## src/rtl/run_detect_scheduler.sv

```systemverilog
// run_detect_scheduler: shares one serial run-length detector among NREQ
// requesters. Each transaction grants one requester round-robin, clears the
// detector, shifts the granted word into it one bit per clock and reports the
// number of cycles the detector output z was high.
// Optional build macro: RUNSCHED_LSB_FIRST_EN (shift LSB first instead of MSB).
module run_detect_scheduler #(
  parameter int NREQ  = 2,
  parameter int WIDTH = 8,
  parameter int CW    = $clog2(WIDTH + 1),
  localparam int IDW  = (NREQ > 1) ? $clog2(NREQ) : 1,
  localparam int IXW  = (WIDTH > 1) ? $clog2(WIDTH) : 1
) (
  input  logic                    Clock,
  input  logic                    Reset,
  input  logic [NREQ-1:0]         Req,
  input  logic [NREQ*WIDTH-1:0]   DataIn,
  output logic [NREQ-1:0]         Grant,
  output logic                    DetReset,
  output logic                    w,
  input  logic                    z,
  output logic                    Done,
  output logic [IDW-1:0]          DoneId,
  output logic [CW-1:0]           Count
);

  typedef enum logic [2:0] {
    S_IDLE,
    S_CLEAR,
    S_SHIFT,
    S_DRAIN,
    S_DONE
  } state_t;

  state_t             r_state;
  state_t             w_next;
  logic [NREQ-1:0]    r_grant;
  logic [IDW-1:0]     r_owner;
  logic [IDW-1:0]     r_ptr;
  logic               r_done;
  logic [IDW-1:0]     r_doneid;
  logic               r_detrst;
  logic [CW-1:0]      r_count;
  logic [WIDTH-1:0]   r_shreg;
  logic [IXW-1:0]     r_idx;
  logic               w_any;
  logic [IDW-1:0]     w_pick;

  // Round-robin pick: scan from the farthest offset down so the requester
  // nearest to pointer+1 is the one left standing.
  always_comb begin
    w_any  = 1'b0;
    w_pick = '0;
    for (int k = NREQ; k >= 1; k--) begin
      if (Req[(int'(r_ptr) + k) % NREQ]) begin
        w_any  = 1'b1;
        w_pick = IDW'((int'(r_ptr) + k) % NREQ);
      end
    end
  end

  // Next-state decode for the transaction sequencer.
  always_comb begin
    w_next = r_state;
    case (r_state)
      S_IDLE:  if (w_any) w_next = S_CLEAR;
      S_CLEAR: w_next = S_SHIFT;
      S_SHIFT: if (r_idx == IXW'(WIDTH - 1)) w_next = S_DRAIN;
      S_DRAIN: w_next = S_DONE;
      S_DONE:  w_next = S_IDLE;
      default: w_next = S_IDLE;
    endcase
  end

  // State register.
  always_ff @(posedge Clock) begin
    if (Reset) r_state <= S_IDLE;
    else       r_state <= w_next;
  end

  // Control registers: grant/owner, pointer, z-high counter, Done and the
  // registered detector-clear decode.
  always_ff @(posedge Clock) begin
    if (Reset) begin
      r_grant  <= '0;
      r_owner  <= '0;
      r_ptr    <= IDW'(NREQ - 1);
      r_done   <= 1'b0;
      r_doneid <= '0;
      r_detrst <= 1'b0;
      r_count  <= '0;
    end else begin
      r_done   <= (w_next == S_DONE);
      r_detrst <= (w_next == S_CLEAR);
      case (r_state)
        S_IDLE: begin
          if (w_any) begin
            r_owner <= w_pick;
            r_grant <= {{(NREQ-1){1'b0}}, 1'b1} << w_pick;
          end
        end
        S_CLEAR: r_count <= '0;
        S_SHIFT: begin
          // z in shift cycle 0 still reflects the cleared detector.
          if ((r_idx != '0) && z) r_count <= r_count + CW'(1);
        end
        S_DRAIN: begin
          if (z) r_count <= r_count + CW'(1);
          r_doneid <= r_owner;
        end
        S_DONE: begin
          r_ptr   <= r_owner;
          r_grant <= '0;
        end
        default: ;
      endcase
    end
  end

  // Datapath: capture the granted word and shift it out one bit per cycle.
  always_ff @(posedge Clock) begin
    if (r_state == S_CLEAR) begin
      r_shreg <= DataIn[int'(r_owner)*WIDTH +: WIDTH];
      r_idx   <= '0;
    end else if (r_state == S_SHIFT) begin
`ifdef RUNSCHED_LSB_FIRST_EN
      r_shreg <= {1'b0, r_shreg[WIDTH-1:1]};
`else
      r_shreg <= {r_shreg[WIDTH-2:0], 1'b0};
`endif
      r_idx   <= r_idx + IXW'(1);
    end
  end

`ifdef RUNSCHED_LSB_FIRST_EN
  assign w = (r_state == S_SHIFT) ? r_shreg[0] : 1'b0;
`else
  assign w = (r_state == S_SHIFT) ? r_shreg[WIDTH-1] : 1'b0;
`endif

  assign DetReset = r_detrst | Reset;
  assign Grant    = r_grant;
  assign Done     = r_done;
  assign DoneId   = r_doneid;
  assign Count    = r_count;

endmodule
```

## config.mk

```make
export PLATFORM = sky130hd
export DESIGN_NAME = run_detect_scheduler
export DESIGN_NICKNAME = d
export VERILOG_FILES = /design/src/rtl/run_detect_scheduler.sv
export SDC_FILE = /design/constraint.sdc
export NUM_CORES = 1
export LEC_CHECK = 0
export CAP_MARGIN = 15
export CORE_MARGIN = 8
export CORE_UTILIZATION = 40
export CTS_CLUSTER_SIZE = 25
export DETAILED_ROUTE_END_ITERATION = 10
export GPL_TIMING_DRIVEN = 0
export PLACE_DENSITY = 0.67
export SYNTH_ARGS = -nofsm -noshare
export SYNTH_HDL_FRONTEND = slang
export SYNTH_SLANG_ARGS = --single-unit
```

## constraint.sdc

```tcl
create_clock -name Clock -period 1.6 [get_ports Clock]
set_input_delay 0.16 -clock Clock [delete_from_list [all_inputs] [get_ports Clock]]
set_output_delay 0.16 -clock Clock [all_outputs]
set_load 0.01 [all_outputs]
```

; Word level (Yosys, flattened, before mapping)
; Index checks and enable logic that the tools add are counted.
[classes]
n_shift = 2
n_div = 0
magnitude_cmp = 2
n_addsub = 4
n_bitwise = 3
n_mul = 0
mux = 21
reduce_logical = 9
eq_ne = 10
[ops]
columns = operator, count
row1 = $mux 8, 2
row2 = $shiftx 16x5->8, 1
row3 = $pmux 3 s4, 1
row4 = $pmux 4 s3, 1
row5 = $mux 1, 11
row6 = $eq 3x3->1 const B, 3
row7 = $mux 4, 2
row8 = $eq 3x1->1 const B, 2
row9 = $eq 3x2->1 const B, 2
row10 = $lt 2x3->1 const B, 2
row11 = $mux 3, 2
row12 = $ne 2x2->1 const B, 3
row13 = $reduce_bool 3->1, 2
row14 = $add 4x1->4 const B, 1
row15 = $pmux 2 s2, 1
row16 = $reduce_and 2->1, 2
row17 = $reduce_bool 2->1, 2
row18 = $add 3x1->3 const B, 1
row19 = $logic_not 3->1, 1
row20 = $reduce_and 3->1, 1
row21 = $add 1x1->1 const B, 2
row22 = $and 1x1->1 const A, 2
row23 = $mux 2, 1
row24 = $shl 1x1->2 const A, 1
row25 = other kinds (2), 2
[word_totals]
in_bits = 21
register_bits = 25
word_cells = 61
mem_count = 0
ram_bits = 0
output_inout_bits = 10
romBits = 0
latch_bits = 0

; Depth between registers and ports, before layout
; Gate-level depths: netlist of run 1.
[logic_depth]
word_depth = 10
ltp_mapped = 6
mapped_depth_nobuf = 6

; Least setup slack after synthesis of run 1
; Ideal clock, no wire load.
[synth_path]
kind = flip-flop to flip-flop
start = register r_idx[0]
end = register r_count[1] (netlist: Count[1])
period_less_slack_ns = 1.379
setup_ns = 0.071
setup_slack_ns = 0.221
t_required_ns = 1.529
stages_incl_launch_ff = 7
t_arrival_ns = 1.309
path_cell_list = dfxtp_1 inv_1 ha_1 nand2b_1 a21oi_2 or4_1 a21oi_1
[synth_between]
elab_chain_cells = 4
[synth_rtl]
columns = item, line
row1 = from (decl), 44  ; logic [IXW-1:0] r_idx;
row2 = from (signal assigned), 130  ; r_idx <= r_idx + IXW'(1);
row3 = $reduce_bool 3->1, 104  ; if ((r_idx != '0) && z) r_count <= r_count + CW'(1);
row4 = $logic_and 1x1->1, 104
row5 = $ne 2x2->1 (no line), n/a
row6 = $reduce_and 3->1 (no line), n/a
row7 = to (signal assigned), 104
row8 = to (signal assigned), 107  ; if (z) r_count <= r_count + CW'(1);
row9 = to (decl), 42  ; logic [CW-1:0] r_count;
; No other way between the ends.
; A chain may end at the register's enable or synchronous reset.

; Final worst setup path of run 1
[layout_path]
start = register r_detrst
end = output DetReset
[layout_between]
elab_chain_cells = 1
[layout_rtl]
columns = item, line
row1 = from (decl), 41  ; logic r_detrst;
row2 = from (signal assigned), 93  ; r_detrst <= (w_next == S_CLEAR);
row3 = $or 1x1->1, 140  ; assign DetReset = r_detrst | Reset;
row4 = to (decl), 18  ; output logic DetReset,
; No other way between the ends.

==> flow_summary.ini, run 1 <==
[clock_tree]
cts_tree = yes
cts_made_buffers = 3
clock_latency_ns = 0.32
ctsHtreeMaxLevel = 1
cts_sinks = 25
cts_root_buf = clkbuf_4
postCtsHoldBufs = 0
cts_buffer_depth = 2
clkSlewWorstSetupHoldPaths_ns = 0.14

[sta]
worst_slack_ns = 0.0672
drv_slew = 0
hold_viol = 0
rsz0062_at_grt = false
fmax_mhz = 652
fin_crit_ns = 1.53
finalClockSkew_ns = 0.00683
slew_headroom = 0.634
finalCritPeriodShare = 0.958
worst_slew_pin_slew_ns = 0.543
setup_viol = 0

[global_routing]
grt_pass1_wl_um = 4170
antenna_found_initial = 0
overflow = 0
track_usage = 0.101
grt_max_degree = 15
grt_pass1_vias = 971

[route]
vias = 987
ant_nets = 0
wl_met2_um = 1220
wl_um = 2510
dr_wl_met3_um = 153
top_layer = met3
drcViolationCount = 0
drt-vias-per-instance = 5.14
dr.first_iter.drc_count = 63
wl_per_cell_um = 13.1
dr.pass1.iters = 4
met1_length_um = 1140

[finish]
antennaDiodeCount = 0
final_nets = 185
layout-drive-gt1-share = 0.138
area_growth_pct = 32.7

[synth]
yosys.area.top_type_share = 0.282
yosys.area.top_type = dfxtp_1
synthCells = 122
ys_async_sr_fraction = 0
ys_warn_count = 0
synth_edf_count = 8
yosysSeqAreaShare = 0.480
synthTopCellsByCount = 17 x dfxtp_1, 15 x nor2_1, 13 x a21oi_1
syn-num-nets = 147
synthFlopType = dfxtp_1
syn_area_per_cell_sq_um = 9.91
synth.most_common_cell = dfxtp_1
synthTopCellsByArea = dfxtp_1 28%, edfxtp_1 20%, mux2i_1 9.1%
syn_area_sq_um = 1210
ys_ff_latch = 25
synth_cell_types = 32

[placement]
dpl.hpwl_um = 1920
place.gp.congestion = 0.744
io_buffers = 30
post-place-ws_ns = -0.0785

[setup_path]
crit_path_start_kind = flop
worstPathArrival_ns = 1.37
path_max_fanout = 1
worst-setup-path-type = reg -> out
critPathCaptureType = primary output
crit_required_ns = 1.44

[pwr]
leakage_nw = 0.644
total_power_mw = 1.70
p_per_area_nw_per_um2 = 1060
irDropWorstVdd_mv = 0.369

[floorplan]
top_level_ports = 31
fp.dieH_um = 71.0
rows = 20
die_x_um = 71.0
start_util = 0.409
dieArea_sq_um = 5040
core_area_sq_um = 2950

[flow_run]
maxCapViolations = 0

[hold_path]
hold_path.class = in -> reg

[status]
outcome = finished clean
report_power, final:
| part | switching [mW] | total (mW) | internal (mW) |
|---|---|---|---|
| Clock | 0.190 | 0.284 | 0.0935 |
| Combinational | 0.276 | 0.555 | 0.279 |
| Sequential | 0.0590 | 0.857 | 0.798 |
final cells by class:
class | instances | area, sq um
Buffer | 6 | 40.0
Clock buffer | 3 | 22.5
Clock inverter | 1 | 5.00
Fill cell | 291 | 1350
Inverter | 3 | 11.3
Multi-Input combinational cell | 88 | 584
Sequential cell | 25 | 583
Tap cell | 33 | 41.3
Timing Repair Buffer | 33 | 317
through the flow:
stage	cell area, sq um	instances	util	setup TNS [ns]	hold WS, ns
2_1_floorplan	1210	122	-	0	0.254
3_3_place_gp	1550	185	0.525	-0.0711	0.442
3_5_place_dp	1550	185	0.525	-0.143	0.442
4_1_cts	1580	189	0.535	0	0.320
5_1_grt	1600	192	0.543	0	0.348
6_report	1600	192	0.543	0	0.312
critical path, cell delays in order (launching register included):
cell             delay [ns]
dfxtp_1                0.32
or2_2                  0.26
clkdlybuf4s50_1        0.48
worst paths after layout:
check	depth (start not counted)	end	slack [ns]	startpoint
setup / recovery	2	DetReset	0.07	r_detrst$_SDFF_PP0_
hold / removal	2	r_ptr$_SDFFE_PP1P_	0.31	Reset
setup reg to reg	6	Count[1]$_SDFFE_PP0P_	0.10	r_idx[0]$_SDFFE_PP0P_
hold reg to reg	2	Grant[0]$_SDFFE_PP0P_	0.46	Grant[0]$_SDFFE_PP0P_
sequential cells by signal (all words and copies together), names as in the netlist:
name,flops
r_shreg,8
Count,4
r_idx,3
r_state,3
Grant,2
Done,1
DoneId,1
r_detrst,1
r_owner,1
r_ptr,1
logic make-up (layout without fill, tap and decap cells):
kind of cell,Yosys count,after routing,synth area share
multiplexers,12,12,0.100
adder cells (fa/ha/maj),4,4,0.0414
buffers and inverters,9,46,0.0404
AO/OA/AOI/OAI,24,24,0.123
XOR/XNOR,1,1,0.00725
flip-flops,25,25,0.480
AND/OR/NAND/NOR,47,47,0.207
metal layers:
layer | GRT usage | vias to the layer above
met5 | 0 | -
met4 | 0.0323 | 0
met3 | 0.0381 | 0
met2 | 0.174 | 26
met1 | 0.112 | 457
li1 | - | 504
cells in the final DEF (no fill, tap or decap), drive strengths merged, types with 5 or more instances in the layout:
master	Yosys	final
buf	5	8
nand2	7	7
a22o	5	5
clkbuf	1	5
edfxtp	8	8
nor2	15	15
dfxtp	17	17
clkdlybuf4s50	0	28
mux2i	11	11
a21oi	14	14
what timing repair did:
action	in CTS	in global routing
gates resized for setup	4	5
endpoints found under the setup margin	10	3
pin swaps	0	1
buffers inserted	0	3
Note: power is estimated with default switching activity, not from simulation.
==> inputs of run 2 (changes only) <==
--- a/config.mk
+++ b/config.mk
@@ -7,11 +7,10 @@
 export LEC_CHECK = 0
 export CAP_MARGIN = 15
 export CORE_MARGIN = 8
-export CORE_UTILIZATION = 40
-export CTS_CLUSTER_SIZE = 25
+export CORE_UTILIZATION = 47
 export DETAILED_ROUTE_END_ITERATION = 10
 export GPL_TIMING_DRIVEN = 0
-export PLACE_DENSITY = 0.67
+export PLACE_DENSITY = 0.77
 export SYNTH_ARGS = -nofsm -noshare
 export SYNTH_HDL_FRONTEND = slang
 export SYNTH_SLANG_ARGS = --single-unit
==> constraint.sdc (replaced) <==
create_clock -name Clock -period 1.6 [get_ports Clock]
set_input_delay 0.16 -clock Clock [delete_from_list [all_inputs] [get_ports Clock]]
set_output_delay 0.16 -clock Clock [all_outputs]
set_load 0.005 [all_outputs]
==> flow_summary.ini, run 2 (synthesis gave the netlist of run 1 again) <==
[status]
outcome = finished clean

[route]
drt-vias-per-instance = 5.29
ant_nets = 0
dr.pass1.iters = 4
dr.first_iter.drc_count = 56
wl_um = 2640
drcViolationCount = 0
vias = 990
wl_per_cell_um = 14.1

[hold_path]
hold_path.class = in -> reg

[clock_tree]
clock_latency_ns = 0.32
cts_root_buf = clkbuf_4
clkSlewWorstSetupHoldPaths_ns = 0.14
cts_buffer_depth = 2
postCtsHoldBufs = 0
ctsHtreeMaxLevel = 1
cts_sinks = 25
cts_made_buffers = 3
cts_tree = yes

[setup_path]
crit_required_ns = 1.44
path_max_fanout = 1
critPathCaptureType = primary output
crit_path_max_incr_delay_ns = 0.45
worst-setup-path-type = reg -> out
worstPathArrival_ns = 1.34
cpMaxStageDelayCell = clkdlybuf4s50_1
crit_path_start_kind = flop
path_cells = or2_2, clkdlybuf4s50_1

[finish]
mostFrequentLayoutCell = clkdlybuf4s50_1
fin_cells = 187
antennaDiodeCount = 0
largest_register_ffs = 8
final_nets = 183
fill_cells = 201
regMostFlops = r_shreg
finish.utilization = 0.651
area_growth_pct = 32.3
layout_common_cells = 28 x clkdlybuf4s50_1, 13 x dfxtp_1, 13 x nor2_1, 12 x a21oi_1, 11 x mux2i_1
layout-drive-gt1-share = 0.146

[floorplan]
top_level_ports = 31
die_x_um = 66.7
rows = 18
start_util = 0.492
fp.dieH_um = 66.7
dieArea_sq_um = 4450
core_area_sq_um = 2450

[pwr]
total_power_mw = 1.68
p_per_area_nw_per_um2 = 1050
leakage_nw = 0.639
irDropWorstVdd_mv = 0.720

[sta]
fin_crit_ns = 1.50
hold_slack_ns = 0.329
slew_headroom = 0.608
fmax_mhz = 665
setup_viol = 0
hold_viol = 0
finalCritPeriodShare = 0.940
rsz0062_at_grt = false
worst_slew_pin_slew_ns = 0.583
drv_slew = 0
finalClockSkew_ns = 0.00296

[flow_run]
maxCapViolations = 0

[global_routing]
overflow = 0
track_usage = 0.124
antenna_found_initial = 0
grt_pass1_wl_um = 4380
grt_max_degree = 15
grt_pass1_vias = 999

[placement]
io_buffers = 30
place_inst = 182
dpl.hpwl_um = 2030
place.gp.congestion = 0.727
## run 2: cell types whose count changed in the layout (fill, tap and decap cells not counted)
cell | before | now
buf_4 | 5 | 3
or4_4 | 0 | 1
a21oi_1 | 13 | 12
dlygate4sd2_1 | 1 | 2
dfxtp_2 | 2 | 4
or4_1 | 2 | 1
dfxtp_1 | 15 | 13
clkbuf_2 | 1 | 0
a21oi_2 | 1 | 2
## run 2: where the power goes
group          total (mW)  switching (mW)  internal (mW)
clock network       0.284           0.190         0.0936
logic               0.542           0.272          0.270
registers           0.854          0.0559          0.798
## run 2: stage by stage
step / worst slack, ns / instance area, sq um / TNS, ns
2_1_floorplan: 0.221 / 1210 / 0
3_3_place_gp: -0.0365 / 1550 / -0.0365
3_5_place_dp: -0.0585 / 1550 / -0.109
4_1_cts: 0.0483 / 1590 / 0
5_1_grt: 0.0105 / 1600 / 0
6_report: 0.0966 / 1600 / 0
## run 2: what timing repair did
action / 4_1_cts / 5_1_grt
endpoints found under the setup margin: 10 / 10
setup buffers: 1 / 0
pin swaps: 0 / 1
resized for setup: 6 / 5
gates cloned: 0 / 0
## run 2: metal layers
metal,GRT usage,vias up,routed length (um)
met1,0.142,465,1210
met3,0.0336,4,128
met5,0,-,0
li1,-,500,-
met2,0.213,21,1270
met4,0.0480,0,31
## run 2: worst max-delay path: cells and delay by family (launching register included)
kind	cells	cell delay (ns)
buf+inv	1	0.45
simple gates	1	0.26
flops	1	0.32
## run 2: path summary, 6_finish.rpt
check,from,endpoint,slack [ns],cells past startpoint
worst max register to register,r_idx[0]$_SDFFE_PP0P_,Count[1]$_SDFFE_PP0P_,0.11,6
worst min-delay path,Reset,r_ptr$_SDFFE_PP1P_,0.33,2
worst max-delay path,r_detrst$_SDFF_PP0_,DetReset,0.1,2
worst min register to register,Grant[0]$_SDFFE_PP0P_,Grant[0]$_SDFFE_PP0P_,0.47,2
## run 2: layout make-up
| class | count | area [sq um] | share of cell area |
|---|---|---|---|
| Buffer | 6 | 40.0 | 0.0250 |
| Clock buffer | 3 | 22.5 | 0.0141 |
| Clock inverter | 1 | 5.00 | 0.00313 |
| Inverter | 3 | 11.3 | 0.00704 |
| Multi-Input combinational cell | 88 | 592 | 0.370 |
| Sequential cell | 25 | 586 | 0.366 |
| Tap cell | 30 | 37.5 | 0.0235 |
| Timing Repair Buffer | 31 | 305 | 0.191 |
==> variant (config.mk and constraints of run 2) <==
Encoding of `state_t`: now one-hot (5 bits for 5 states).
--- a/src/rtl/run_detect_scheduler.sv
+++ b/src/rtl/run_detect_scheduler.sv
@@ -24,10 +24,10 @@
 );
 
-  typedef enum logic [2:0] {
-    S_IDLE,
-    S_CLEAR,
-    S_SHIFT,
-    S_DRAIN,
-    S_DONE
+  typedef enum logic [4:0] {
+    S_IDLE  = 5'b00001,
+    S_CLEAR = 5'b00010,
+    S_SHIFT = 5'b00100,
+    S_DRAIN = 5'b01000,
+    S_DONE  = 5'b10000
   } state_t;
 
Check against the original RTL: no difference found for any inputs over 10 cycles, from zero or initial values and one cycle with Reset high; not proved beyond that.
==> variant against run 2 <==
The flow now finishes with violations (setup timing); register-to-register slack lost 300 ps; synthesized area grew 6.8%; sequential cell count grew 2; highest routed layer unchanged; largest power group unchanged; hold slack lost 4.0 ps; setup slack lost 330 ps; synthesized cell count grew 7.4%; combinational power shrank 42%; wire length grew 11%; clock power grew 5%; design area grew 12%; non-clock buffer count grew 3; power shrank 17%.
==> variant: results (changes against run 2) <==
Share of flip-flops with an asynchronous set or reset - 0% (unchanged)
XOR/XNOR Fraction of Synth Area - 1.357% (+0.63 points)
Reg2Reg Setup Slack - -190 ps (-300 ps)
Critical Path Slowest Stage Cell - or3b_4
# nets final - 194 (+6.0%)
Crit Path Max Fanout - 2 (+1)
Failing checks - setup timing
Sequential share of the synthesized area - 48.06% (about the same)
Slowest Stage Delay on Critical Path - 410 ps (-40 ps)
WHS Endpoint - r_state[4]$_SDFF_PP0_
Layout cells sized above 1 - 18.45% (+3.8 points)
Final setup vio count - 14 (+14)
Initial Util - 48.07% (-1.2 points)
Wire per inst - 14.73 um (+4.3%)
Postcts setup bufs - 6 (+5)
Final RePlAce weighted congestion - 0.7476 (+2.9%)
WHS - 325.0 ps (-3.951 ps)
CTS resizes - 19 (+13)
Unique cell type count in the Yosys netlist - 36 (+13%)
Post-synthesis compound-gate area fraction - 13.57% (+1.2 points)
Place WS - -499.5 ps (-441.0 ps)
Mux cell area share after synthesis - 8.527% (-1.5 points)
CP delay by family, top - simple AND/OR/NAND/NOR gates
Outcome - complete, but fails checks
Maximum clock insertion buffer count - 2 (unchanged)
Final setup margin - -234.3 ps (-330.9 ps)
Synth Net Count - 156 (+6.1%)
Most frequent cells after synthesis - 19 x dfxtp_1, 11 x mux2i_1, 11 x nand2_1, 10 x nor2_1, 10 x o21ai_0
Crit path DAT - 1670 ps (+330 ps)
Gr usage total - 13.30% (+0.90 points)
Pleak - 0.7035 nW (+10%)
Critical R2R Launch - r_state[1]$_SDFF_PP0_
Dpl cells - 192 (+5.5%)
Initial DRC Count - 40 (-29%)
Vias in the first global route - 1124 (+13%)
Adder-cell area share of the yosys netlist - 3.876% (-0.26 points)
Clk_skew - 8.722 ps (+5.762 ps)
Maximum vdd drop - 0.5263 mV (-27%)
DR vias/cell - 5.442 (+2.8%)
Post-synth EDFFs - 8 (unchanged)
Total negative slack - -2452 ps (-2452 ps)
Global-route wire length before repair - 4767 um (+8.8%)
Worst-Margin Slew - 524.0 ps (-58.49 ps)
Synth area leaders - dfxtp_1 29%, edfxtp_1 19%, mux2i_1 8.5%
[variant: cell count changes in the layout (fill, tap and decap cells not counted), sizes merged, moves of 3 or more]
cell	run 2	this run
o211ai	0	3
nor2	15	11
nand2b	4	1
o21ai	3	10
a22o	5	0
a21oi	14	2
nor4b	0	3
a31oi	0	3
buf	6	9
nand2	7	11
[variant: layout make-up]
class                           instances  area (um2)
Buffer                                  2       11.26
Clock buffer                            4       26.28
Fill cell                             219       888.4
Inverter                                5       18.77
Multi-Input combinational cell         92       706.9
Sequential cell                        27       625.6
Tap cell                               31       38.79
Timing Repair Buffer                   38       370.4
[variant: logic make-up after synthesis]
family                     Yosys count
AOI/OAI and AO/OA                   27
xor gates and xnor gates             2
adders and majority gates            4
buffers and inverters               12
DFF                                 27
muxes                               11
and+or+nand+nor                     48
[variant: routing by layer]
metal	up-vias	global-route usage (%)	routed length (um)
met3	5	2.619	84
met2	13	23.93	1619
li1	543	-	-
met4	0	6.138	40
met1	522	14.59	1187
met5	-	0	0
[variant: worst max path at each step]
stage | from | end | cells past startpoint
global route | r_state[1]$_SDFF_PP0_ | w | 4
CTS | r_state[0]$_SDFF_PP1_ | w | 6
detailed placement | r_state[0]$_SDFF_PP1_ | w | 6
global placement | r_state[0]$_SDFF_PP1_ | w | 6
finish | r_state[1]$_SDFF_PP0_ | w | 4
floorplan | r_state[0]$_SDFF_PP1_ | r_shreg[0]$_SDFFCE_PP0P_ | 5
[variant: power by group through the flow]
stage          registers, mW  logic [mW]  clock network, mW
2_1_floorplan          0.786       0.150                  0
3_3_place_gp           0.789       0.248                  0
3_5_place_dp           0.793       0.264                  0
4_1_cts                0.774       0.302              0.304
5_1_grt                0.795       0.345              0.340
6_report               0.787       0.312              0.299
